**config.mk**
```make
export PLATFORM = sky130hd
export DESIGN_NAME = fuec_12_8_decoder_interface_flat
export DESIGN_NICKNAME = d
export VERILOG_FILES = /design/src/rtl/fuec_12_8_decoder_interface_if.sv /design/src/rtl/fuec_12_8_decoder_interface.sv /design/src/flat_wrapper.sv
export SDC_FILE = /design/constraint.sdc
export NUM_CORES = 1
export LEC_CHECK = 0
export ABC_AREA = 1
export CORE_MARGIN = 3
export CORE_UTILIZATION = 51
export CTS_BUF_LIST = sky130_fd_sc_hd__clkbuf_16
export DETAILED_ROUTE_END_ITERATION = 16
export GPL_TIMING_DRIVEN = 0
export PLACE_DENSITY = 0.76
export SETUP_SLACK_MARGIN = 0.15
export SLEW_MARGIN = 20
export SYNTH_ARGS = -nofsm -noshare
export SYNTH_HDL_FRONTEND = slang
export SYNTH_SLANG_ARGS = --single-unit
```
**constraint.sdc**
```tcl
create_clock -name clk -period 2.4 [get_ports clk]
set_input_delay 0.48 -clock clk [delete_from_list [all_inputs] [get_ports clk]]
set_output_delay 0.48 -clock clk [all_outputs]
set_load 0.01 [all_outputs]
```
**src/rtl/fuec_12_8_decoder_interface_if.sv**
```systemverilog
// Bundle of the FUEC (12,8) decoder input word and registered decode results.
// The master modport is the producer side (read path plus result consumer).
// The slave modport is the decoder itself.
interface fuec_12_8_decoder_interface_if #(
  parameter int CNT_W = 16
);
  logic             valid_in;
  logic [7:0]       data;
  logic [3:0]       redundancy;
  logic             valid_out;
  logic [7:0]       data_dec;
  logic [7:0]       pos_error;
  logic [3:0]       syndrome;
  logic             no_error;
  logic             corrected;
  logic             uncorrectable;
  logic [CNT_W-1:0] corr_count;
  logic [CNT_W-1:0] uncorr_count;

  modport master (
    output valid_in, data, redundancy,
    input  valid_out, data_dec, pos_error, syndrome,
    input  no_error, corrected, uncorrectable, corr_count, uncorr_count
  );

  modport slave (
    input  valid_in, data, redundancy,
    output valid_out, data_dec, pos_error, syndrome,
    output no_error, corrected, uncorrectable, corr_count, uncorr_count
  );
endinterface

```
**src/rtl/fuec_12_8_decoder_interface.sv**
```systemverilog
// Registered single-error-correcting decoder for the FUEC (12,8) code.
// Codeword layout is {redundancy[3:0], data[7:0]}.
// All results appear one cycle after valid_in.
// Results hold while no word is presented.
// Corrected and uncorrectable words are tallied in saturating counters.
module fuec_12_8_decoder_interface #(
  parameter int CNT_W = 16
) (
  input logic                         clk,
  input logic                         rst,
  fuec_12_8_decoder_interface_if.slave bus
);

  // H matrix columns for data bits d0..d7, packed 4 bits per column (s3..s0).
  localparam logic [31:0] H_COLS = {4'b1011, 4'b0111, 4'b1100, 4'b1010,
                                    4'b1001, 4'b0110, 4'b0101, 4'b0011};

  logic [3:0]       p_calc;
  logic [3:0]       syn_c;
  logic [7:0]       col_hit;
  logic             par_hit;
  logic             is_zero;
  logic             is_corr;
  logic             is_unc;

  logic             valid_reg;
  logic [7:0]       data_dec_reg;
  logic [7:0]       pos_reg;
  logic [3:0]       syn_reg;
  logic             no_err_reg;
  logic             corr_reg;
  logic             unc_reg;
  logic [CNT_W-1:0] corr_cnt_reg;
  logic [CNT_W-1:0] unc_cnt_reg;

  // Recompute the parity bits from the received data bits.
  always_comb begin
    p_calc[0] = bus.data[0] ^ bus.data[1] ^ bus.data[3] ^ bus.data[6] ^ bus.data[7];
    p_calc[1] = bus.data[0] ^ bus.data[2] ^ bus.data[4] ^ bus.data[6] ^ bus.data[7];
    p_calc[2] = bus.data[1] ^ bus.data[2] ^ bus.data[5] ^ bus.data[6];
    p_calc[3] = bus.data[3] ^ bus.data[4] ^ bus.data[5] ^ bus.data[7];
  end

  assign syn_c = p_calc ^ bus.redundancy;

  // One comparator per data column.
  // A hit both names the bit to flip and gives the one-hot position.
  genvar gi;
  generate
    for (gi = 0; gi < 8; gi++) begin : g_col
      assign col_hit[gi] = (syn_c == H_COLS[gi*4 +: 4]);
    end
  endgenerate

  // Any single-bit syndrome means a parity bit was hit.
  // In that case the data is left untouched.
  assign par_hit = (syn_c == 4'b0001) || (syn_c == 4'b0010) ||
                   (syn_c == 4'b0100) || (syn_c == 4'b1000);
  assign is_zero = (syn_c == 4'b0000);
  assign is_corr = (|col_hit) || par_hit;
  assign is_unc  = !is_zero && !is_corr;

  // Capture decode results for each valid word.
  // Results hold when idle.
  // Counters advance only on valid words and stick at all-ones.
  always_ff @(posedge clk) begin
    if (rst) begin
      valid_reg    <= 1'b0;
      data_dec_reg <= '0;
      pos_reg      <= '0;
      syn_reg      <= '0;
      no_err_reg   <= 1'b1;
      corr_reg     <= 1'b0;
      unc_reg      <= 1'b0;
      corr_cnt_reg <= '0;
      unc_cnt_reg  <= '0;
    end else begin
      valid_reg <= bus.valid_in;
      if (bus.valid_in) begin
        data_dec_reg <= bus.data ^ col_hit;
        pos_reg      <= col_hit;
        syn_reg      <= syn_c;
        no_err_reg   <= is_zero;
        corr_reg     <= is_corr;
        unc_reg      <= is_unc;
        if (is_corr && (corr_cnt_reg != {CNT_W{1'b1}})) begin
          corr_cnt_reg <= corr_cnt_reg + CNT_W'(1);
        end
        if (is_unc && (unc_cnt_reg != {CNT_W{1'b1}})) begin
          unc_cnt_reg <= unc_cnt_reg + CNT_W'(1);
        end
      end
    end
  end

  assign bus.valid_out     = valid_reg;
  assign bus.data_dec      = data_dec_reg;
  assign bus.pos_error     = pos_reg;
  assign bus.syndrome      = syn_reg;
  assign bus.no_error      = no_err_reg;
  assign bus.corrected     = corr_reg;
  assign bus.uncorrectable = unc_reg;
  assign bus.corr_count    = corr_cnt_reg;
  assign bus.uncorr_count  = unc_cnt_reg;

endmodule

```
**src/flat_wrapper.sv**
```systemverilog
// flat-port wrapper written by rule: the top's interface ports become plain ports
module fuec_12_8_decoder_interface_flat 
#(
  parameter int CNT_W = 16
)
  (clk, rst, bus_valid_in, bus_data, bus_redundancy, bus_valid_out, bus_data_dec, bus_pos_error, bus_syndrome, bus_no_error, bus_corrected, bus_uncorrectable, bus_corr_count, bus_uncorr_count);
  fuec_12_8_decoder_interface_if #(.CNT_W(CNT_W)) bus_i ();
  input logic clk;
  input logic rst;
  input wire logic [$bits(bus_i.valid_in)-1:0] bus_valid_in;
  input wire logic [$bits(bus_i.data)-1:0] bus_data;
  input wire logic [$bits(bus_i.redundancy)-1:0] bus_redundancy;
  output wire logic [$bits(bus_i.valid_out)-1:0] bus_valid_out;
  output wire logic [$bits(bus_i.data_dec)-1:0] bus_data_dec;
  output wire logic [$bits(bus_i.pos_error)-1:0] bus_pos_error;
  output wire logic [$bits(bus_i.syndrome)-1:0] bus_syndrome;
  output wire logic [$bits(bus_i.no_error)-1:0] bus_no_error;
  output wire logic [$bits(bus_i.corrected)-1:0] bus_corrected;
  output wire logic [$bits(bus_i.uncorrectable)-1:0] bus_uncorrectable;
  output wire logic [$bits(bus_i.corr_count)-1:0] bus_corr_count;
  output wire logic [$bits(bus_i.uncorr_count)-1:0] bus_uncorr_count;
  assign bus_i.valid_in = bus_valid_in;
  assign bus_i.data = bus_data;
  assign bus_i.redundancy = bus_redundancy;
  assign bus_valid_out = bus_i.valid_out;
  assign bus_data_dec = bus_i.data_dec;
  assign bus_pos_error = bus_i.pos_error;
  assign bus_syndrome = bus_i.syndrome;
  assign bus_no_error = bus_i.no_error;
  assign bus_corrected = bus_i.corrected;
  assign bus_uncorrectable = bus_i.uncorrectable;
  assign bus_corr_count = bus_i.corr_count;
  assign bus_uncorr_count = bus_i.uncorr_count;
  fuec_12_8_decoder_interface #(.CNT_W(CNT_W)) u_core (.clk(clk), .rst(rst), .bus(bus_i));
endmodule
```
==> impl_metrics.ini, run 1 <==
[run_status]
status = complete, no violations

[setup_path]
critPathLaunchType = primary input
rr_worst_depth = 8
crit_type = in2reg
required_ns = 2.63
critPathCaptureType = flip-flop
reg2reg_slack_ns = 0.34
crit_fanout = 7
arrival_ns = 2.29
regToRegStartpoint = u_core.bus.corr_count[0]$_SDFFE_PP0P_
rr_endpoint = u_core.bus.corr_count[7]$_SDFFE_PP0P_

[drt]
wl_per_cell_um = 14.00
first_iter_violations = 151
routed_wl_mm = 9.046
vias = 3457
drc = 0
routed_via_density = 5.351
ant_nets = 0
first_pass_iters = 7

[yosys]
synth-seq-cells = 56
synthArstFlopShare_pct = 0
synth.avg_cell_area_um2 = 6.815
synth_ff_type = dfxtp_1
synth_edf_count = 0
syn-num-nets = 505
ys_types = 28
synth.area.top_cells = dfxtp_1, nand2_1, xor2_1
syn_area_um2 = 3326
synth_top_area_share_pct = 33.71
synthesis.instances = 488
yosysWarnings = 0
yosysMostFrequentCell = nand2_1
ys_seq_area_share_pct = 33.71
synthTopCellsByCount = nand2_1, dfxtp_1, inv_1, nand3_1, nor2_1
yosys.area.top_type = dfxtp_1

[power]
p_leak_nw = 1.767
powerDensity_nw_per_um2 = 510.0
power_mw = 2.213
ir_drop_uv = 308.5

[grt]
overflow = 0
antenna_found_initial = 0
grt_max_degree = 18
grt_pass1_vias = 3108
grt_use_total_pct = 23.54
grt_pass1_wl_mm = 14.43

[floorplanning]
die_x_um = 86.75
initial_core_util_pct = 54.24
die_height_um = 86.75
die_area_um2 = 7526
io_pins = 71
core-area_um2 = 6131
num_rows = 28

[job]
max-cap-violations = 0

[worst_hold_path]
min_to = u_core.bus.syndrome[1]$_SDFFE_PP0P_
hp-start = u_core.bus.syndrome[1]$_SDFFE_PP0P_
hold_path.class = reg2reg
hold_depth = 2

[timing]
relSlewSlack_pct = 55.63
rsz0062_at_grt = false
slew_viol_final = 0
setup_ws_ns = 0.3335
period_share_pct = 86.10
setup-violations-final = 0
hold_viol_final = 0
tightest_slew_ns = 0.6655
timing.fmax_mhz = 483.9
finalSetupTns_ns = 0
skew_ns = 0.004089
period_minus_slack_ns = 2.066

[cts]
clock_latency_ns = 0.29
cts_inserted_buffers = 5
root_buffer = clkbuf_16
cts_sinks = 56
cts_tree = built
h-tree-depth = 2
clk_path_buf_depth = 2
clkTransAtPathRegs_ns = 0.07

[place]
dp_slack_ns = -0.1977
hpwl_mm = 6.756
gp_congestion = 0.9400
io_buffers = 69

[finish]
diodes = 0
n_fill_cell = 538
seqCellArea_um2 = 1122
multiInputGateArea_um2 = 1917
nets = 587
final_layout_size_suffix_gt1_share_pct = 11.56
syn2layout_area_growth_pct = 30.47
fin_util_pct = 70.78
## placed cells by master, fill, tap and decap left out, drive strengths merged
cell and count:
dfxtp 56, o211ai 6, buf 12, clkbuf 14, nand3 48, nand3b 4
xnor2 10, nor3 16, clkdlybuf4s50 62, dlymetal6s2s 4, nor4 2, a21oi 41
xor2 23, ha 2, nand2 146, inv 58, o21ai 18, nor2 38
dlygate4sd2 3, nand4 5, clkinv 3
## worst max path at each step
stage / from / endpoint / cells past startpoint
3_3_place_gp: bus_data[3] / u_core.bus.corr_count[7]$_SDFFE_PP0P_ / 12
6_report: bus_data[3] / u_core.bus.corr_count[10]$_SDFFE_PP0P_ / 14
5_1_grt: u_core.bus.corr_count[0]$_SDFFE_PP0P_ / u_core.bus.corr_count[14]$_SDFFE_PP0P_ / 8
4_1_cts: bus_data[0] / u_core.bus.corr_count[7]$_SDFFE_PP0P_ / 15
3_5_place_dp: bus_data[3] / u_core.bus.corrected$_SDFFE_PP0P_ / 13
2_1_floorplan: u_core.bus.uncorr_count[0]$_SDFFE_PP0P_ / u_core.bus.uncorr_count[0]$_SDFFE_PP0P_ / 11
## what timing repair did
action / 4_1_cts / 5_1_grt
setup endpoints to repair: 12 / 33
cloned: 0 / 1
pin swaps: 0 / 2
setup buffers: 0 / 5
hold buffers: 0 / 0
resized for setup: 4 / 10
## metrics by stage
step	hold WS, ns	instances	cell area, µm²
after floorplan	0.4992	488	3326
after global placement	0.4677	632	4110
after detailed placement	0.4716	632	4110
after CTS	0.4970	640	4249
after global routing	0.5247	646	4339
final	0.4953	646	4339
## report_power, final
group / switching, mW / total [mW] / internal [mW] / leakage (nW)
sequential: 0.0301 / 0.998 / 0.968 / 0.458
combinational: 0.274 / 0.474 / 0.200 / 1.24
clock: 0.354 / 0.740 / 0.387 / 0.0716
## routing by layer
metal	global-route usage, %	wire length [µm]	vias to the layer above	share of wire, %
met3	4.087	533	9	5.9
met5	0	0	-	0
met4	5.666	101	0	1.1
met1	31.39	4087	1606	45
li1	-	-	1727	-
met2	39.57	4324	115	48
## cells by family after synthesis
kind of cell / count (synthesis) / synth area share [%]
XOR/XNOR: 33 / 8.691
adder cells (fa/ha/maj): 2 / 0.7523
flip-flops: 56 / 33.71
AO/OA/AOI/OAI: 65 / 11.25
buffers and inverters: 73 / 9.029
AND/OR/NAND/NOR: 259 / 36.57
## worst max-delay path: stages
cell,delay (ns)
dlygate4sd2_1,0.35
inv_2,0.08
nand2_1,0.11
nand3_1,0.08
nand2_1,0.07
nand3_2,0.08
nand2_4,0.12
nand2_2,0.09
nand2_4,0.10
nand2_2,0.07
nor2_4,0.27
clkbuf_16,0.21
nand3_2,0.06
a21oi_2,0.12
## layout make-up
| type | instances | area share [%] |
|---|---|---|
| inverters | 58 | 5.046 |
| clock inverters | 3 | 0.4037 |
| flip-flops and latches | 56 | 25.87 |
| clock buffers | 5 | 2.884 |
| well taps | 75 | 2.163 |
| multi-input cells | 359 | 44.18 |
| plain buffers | 15 | 1.961 |
| repair buffers | 75 | 17.50 |
No activity file was read; power rests on OpenSTA's default activity.
==> run 2: changes to the inputs <==
--- a/config.mk
+++ b/config.mk
@@ -17,3 +17,4 @@
 export SYNTH_ARGS = -nofsm -noshare
 export SYNTH_HDL_FRONTEND = slang
 export SYNTH_SLANG_ARGS = --single-unit
+export TNS_END_PERCENT = 5
==> impl_metrics.ini, run 2 (same netlist as run 1, synthesis figures left out) <==
[worst_hold_path]
min_to = u_core.bus.syndrome[1]$_SDFFE_PP0P_
hp-start = u_core.bus.syndrome[1]$_SDFFE_PP0P_
hold_depth = 2
hold_path.class = reg2reg

[timing]
timing.hold.ws_ns = 0.4953
hold_viol_final = 0
relSlewSlack_pct = 55.63
skew_ns = 0.004089
tightest_slew_ns = 0.6655
period_share_pct = 86.10
timing.fmax_mhz = 483.9
setup-violations-final = 0
period_minus_slack_ns = 2.066
setup_ws_ns = 0.3335
slew_viol_final = 0
rsz0062_at_grt = true

[drt]
first_pass_iters = 7
vias = 3457
drc = 0
first_iter_violations = 151
ant_nets = 0
routed_wl_mm = 9.046
routed_via_density = 5.351
wl_per_cell_um = 14.00

[place]
io_buffers = 69
hpwl_mm = 6.756
dp_slack_ns = -0.1977
placed_cell_area_um2 = 4110
gp_congestion = 0.9400
placed_cells = 632

[power]
p_comb_share_pct = 21.4
ir_drop_uv = 308.5
p_leak_nw = 1.766
pwr-share-clk_pct = 33.5
powerDensity_nw_per_um2 = 510.0
sequentialPowerShare_pct = 45.1
internal_power_mw = 1.554
swShare_pct = 29.74
p_switching_uw = 658.1

[finish]
mostFrequentLayoutCells = nand2_1, clkdlybuf4s50_1, dfxtp_1, inv_1, nand3_1
final_layout_size_suffix_gt1_share_pct = 11.38
syn2layout_area_growth_pct = 30.44
final_common_cell = nand2_1
diodes = 0
fin_util_pct = 70.76
nets = 587
n_fill_cell = 539
layout.cells.non_filler = 646
design_area_um2 = 4338

[setup_path]
crit_fanout = 7
critical_path.max_stage_delay_ns = 0.35
rr_endpoint = u_core.bus.corr_count[7]$_SDFFE_PP0P_
required_ns = 2.63
critPathCaptureType = flip-flop
path_cells = dlygate4sd2_1 > inv_2 > nand2_1 > nand3_1 > nand2_1 > nand3_2 > nand2_4 > nand2_2 > nand2_4 > nand2_2 > nor2_4 > clkbuf_16 > nand3_2 > a21oi_2
cp_slowest_cell = dlygate4sd2_1
rr_worst_depth = 8
reg2reg_slack_ns = 0.34
crit_type = in2reg
arrival_ns = 2.29
regToRegStartpoint = u_core.bus.corr_count[0]$_SDFFE_PP0P_
critPathLaunchType = primary input

[floorplanning]
initial_core_util_pct = 54.24
io_pins = 71
num_rows = 28
die_x_um = 86.75
core-area_um2 = 6131
die_height_um = 86.75
die_area_um2 = 7526

[cts]
clkTransAtPathRegs_ns = 0.07
clk_path_buf_depth = 2
cts_tree = built
clock_latency_ns = 0.29
cts_hold_buf = 0
cts_sinks = 56
h-tree-depth = 2
cts_inserted_buffers = 5
root_buffer = clkbuf_16

[grt]
grt_use_total_pct = 23.54
grt_pass1_vias = 3108
grt_max_degree = 18
grt_pass1_wl_mm = 14.43
antenna_found_initial = 0
overflow = 0

[run_status]
status = complete, no violations

[job]
max-cap-violations = 0
==> run 2: cell count changes in the layout (fill, tap and decap cells not counted) <==
cell / before / now
dfxtp_2: 1 / 0
dfxtp_1: 55 / 56
==> run 2: worst max path at each step <==
stage | startpoint | end | slack [ns] | depth (start not counted)
global route | u_core.bus.uncorr_count[0]$_SDFFE_PP0P_ | u_core.bus.uncorr_count[13]$_SDFFE_PP0P_ | 0.12 | 11
floorplan | u_core.bus.uncorr_count[0]$_SDFFE_PP0P_ | u_core.bus.uncorr_count[0]$_SDFFE_PP0P_ | 0.49 | 11
finish | bus_data[3] | u_core.bus.corr_count[10]$_SDFFE_PP0P_ | 0.33 | 14
CTS | bus_data[0] | u_core.bus.corr_count[7]$_SDFFE_PP0P_ | 0.17 | 15
global placement | bus_data[3] | u_core.bus.corr_count[7]$_SDFFE_PP0P_ | -0.16 | 12
detailed placement | bus_data[3] | u_core.bus.corrected$_SDFFE_PP0P_ | -0.20 | 13
==> run 2: per-layer routing <==
layer | wire, µm | vias up | global-route usage [%]
li1 | - | 1727 | -
met1 | 4087 | 1606 | 31.39
met2 | 4324 | 115 | 39.57
met3 | 533 | 9 | 4.087
met4 | 101 | 0 | 5.666
met5 | 0 | - | 0
==> run 2: power by group through the flow <==
| stage | Clock, mW | Sequential [mW] | Combinational, mW |
|---|---|---|---|
| after floorplan | 0 | 1.03 | 0.256 |
| after global placement | 0 | 1.02 | 0.437 |
| after detailed placement | 0 | 1.02 | 0.447 |
| after CTS | 0.742 | 0.997 | 0.448 |
| after global routing | 0.772 | 1.00 | 0.520 |
| final | 0.740 | 0.998 | 0.474 |
==> run 2: timing repair <==
item	4_1_cts	5_1_grt
pin swaps	0	2
gates resized for setup	4	9
cloned	0	1
setup endpoints to repair	12	33
setup buffers	0	5
==> run 2: critical path, delay by kind of cell <==
| kind | cells | cell delay, ns |
|---|---|---|
| simple gates | 10 | 1.05 |
| buf+inv | 3 | 0.64 |
| compound gates | 1 | 0.12 |
==> run 2: cell type report <==
class                           instances  area [µm²]  share of cell area (%)
Clock buffer                            5       125.1                   2.884
Tap cell                               75       93.84                   2.163
Buffer                                 15       85.08                   1.961
Timing Repair Buffer                   75       759.5                   17.51
Sequential cell                        56        1121                   25.84
Multi-Input combinational cell        359        1917                   44.19
Inverter                               58       219.0                   5.048
Clock inverter                          3       17.52                  0.4038
==> run 2: metrics by stage <==
step                TNS [ns]  power, mW
finish                     0      2.213
global route               0      2.295
CTS                        0      2.187
detailed placement    -3.638      1.465
global placement      -2.543      1.455
floorplan                  0      1.287
==> run 3: changes to the inputs <==
--- a/config.mk
+++ b/config.mk
@@ -6,8 +6,10 @@
 export NUM_CORES = 1
 export LEC_CHECK = 0
 export ABC_AREA = 1
+export CELL_PAD_IN_SITES_DETAIL_PLACEMENT = 1
+export CELL_PAD_IN_SITES_GLOBAL_PLACEMENT = 1
 export CORE_MARGIN = 3
-export CORE_UTILIZATION = 51
+export CORE_UTILIZATION = 36
 export CTS_BUF_LIST = sky130_fd_sc_hd__clkbuf_16
 export DETAILED_ROUTE_END_ITERATION = 16
 export GPL_TIMING_DRIVEN = 0
==> impl_metrics.ini, run 3 (same netlist as run 1, synthesis figures left out) <==
[grt]
grt_pass1_vias = 3736
overflow = 0
grt_pass1_wl_mm = 17.47
antenna_found_initial = 0
grt_max_degree = 19
grt_use_total_pct = 20.70

[drt]
routed_wl_mm = 10.22
routed_via_density = 5.124
drc = 0
first_iter_violations = 73
wl_per_cell_um = 15.02
vias = 3484
ant_nets = 0
first_pass_iters = 4

[place]
dp_slack_ns = -0.2821
io_buffers = 69
placed_cell_area_um2 = 4151
gp_congestion = 0.8527
hpwl_mm = 7.944

[setup_path]
crit_type = reg2reg
crit_fanout = 10
critPathCaptureType = flip-flop
reg2reg_slack_ns = 0.29
critPathLaunchType = flip-flop
rr_endpoint = u_core.bus.corr_count[7]$_SDFFE_PP0P_
critPathLaunch = u_core.bus.corr_count[0]$_SDFFE_PP0P_
regToRegStartpoint = u_core.bus.corr_count[0]$_SDFFE_PP0P_
arrival_ns = 2.34
crit_end = u_core.bus.corr_count[7]$_SDFFE_PP0P_
rr_worst_depth = 8
required_ns = 2.63

[power]
p_comb_share_pct = 21.2
internal_power_mw = 1.551
powerDensity_nw_per_um2 = 511.4
sequentialPowerShare_pct = 44.8
pwr-share-clk_pct = 34.1
p_switching_uw = 682.9
ir_drop_uv = 318.0
swShare_pct = 30.57
p_leak_nw = 1.743

[finish]
final_layout_size_suffix_gt1_share_pct = 11.71
design_area_um2 = 4368
diodes = 0
syn2layout_area_growth_pct = 31.34
fin_util_pct = 49.36
nets = 588
final_common_cell = nand2_1
mostFrequentLayoutCells = nand2_1, clkdlybuf4s50_1, dfxtp_1, inv_1, nand3_1

[floorplanning]
die_area_um2 = 10430
core-area_um2 = 8848
die_x_um = 102.1
die_height_um = 102.1
initial_core_util_pct = 37.58
num_rows = 34
io_pins = 71

[timing]
period_minus_slack_ns = 2.111
skew_ns = 0.005234
period_share_pct = 87.96
rsz0062_at_grt = true
timing.fmax_mhz = 473.7
slew_viol_final = 0
timing.hold.ws_ns = 0.4903
setup-violations-final = 0
hold_viol_final = 0
relSlewSlack_pct = 62.74
tightest_slew_ns = 0.5588
setup_ws_ns = 0.2889

[cts]
h-tree-depth = 2
cts_hold_buf = 0
cts_sinks = 56
clk_path_buf_depth = 2
cts_inserted_buffers = 5
clock_latency_ns = 0.30
cts_tree = built
root_buffer = clkbuf_16
clkTransAtPathRegs_ns = 0.08

[run_status]
status = complete, no violations

[job]
max-cap-violations = 0

[worst_hold_path]
hold_path.class = reg2reg
run 3: changes by cell type in the layout (fill, tap and decap cells not counted), sizes merged:
| cell | delta |
|---|---|
| clkbuf | -1 |
| dlymetal6s2s | -3 |
| dlygate4sd2 | +3 |
| buf | +2 |
run 3: timing repair:
item                       CTS  global route
setup endpoints to repair   23            39
setup buffers                4             3
gates resized for setup     11             3
cloned                       0             0
pin swaps                    3             2
run 3: stage by stage:
step	setup TNS [ns]	std cells	power [mW]
6_report	0	680	2.234
5_1_grt	0	680	2.357
4_1_cts	0	677	2.265
3_5_place_dp	-6.790	665	1.483
3_3_place_gp	-3.588	665	1.466
2_1_floorplan	0	488	1.287
run 3: power groups by stage:
stage          clock network (mW)  logic, mW  registers, mW
2_1_floorplan                   0      0.256           1.03
3_3_place_gp                    0      0.446           1.02
3_5_place_dp                    0      0.462           1.02
4_1_cts                     0.786      0.479           1.00
5_1_grt                     0.822      0.530           1.01
6_report                    0.761      0.473           1.00
run 3: routing by layer:
layer | wire, µm | track usage [%] | vias up
met3 | 327 | 3.481 | 8
met4 | 98 | 5.348 | 0
met1 | 4614 | 25.50 | 1689
met2 | 5174 | 37.33 | 60
met5 | 0 | 0 | -
li1 | - | - | 1727
run 3: worst max-delay path, cell delays in order (launching register included):
cell     delay, ns
dfxtp_1       0.43
ha_1          0.25
nand4_1       0.24
nor3_1        0.27
nand3_2       0.23
nand4_4       0.20
buf_4         0.20
nand2_1       0.08
a21oi_2       0.13
run 3: layout make-up:
cell class	count	area, µm²
buffer	15	81.33
clock buffer	5	125.1
clock inverter	3	22.52
fill	1162	4481
inverter	58	222.7
multi-input combinational	359	1921
sequential	56	1122
tap	108	135.1
timing repair buffer	76	738.2
run 3: worst min path at each step:
stage	from	endpoint	slack (ns)	depth (start not counted)
global placement	u_core.bus.syndrome[0]$_SDFFE_PP0P_	u_core.bus.syndrome[0]$_SDFFE_PP0P_	0.47	2
global route	u_core.bus.syndrome[0]$_SDFFE_PP0P_	u_core.bus.syndrome[0]$_SDFFE_PP0P_	0.51	2
detailed placement	u_core.bus.syndrome[2]$_SDFFE_PP0P_	u_core.bus.syndrome[2]$_SDFFE_PP0P_	0.48	2
CTS	u_core.bus.uncorr_count[13]$_SDFFE_PP0P_	u_core.bus.uncorr_count[13]$_SDFFE_PP0P_	0.49	2
floorplan	u_core.bus.uncorr_count[13]$_SDFFE_PP0P_	u_core.bus.uncorr_count[13]$_SDFFE_PP0P_	0.50	2
finish	u_core.bus.uncorr_count[13]$_SDFFE_PP0P_	u_core.bus.uncorr_count[13]$_SDFFE_PP0P_	0.49	2
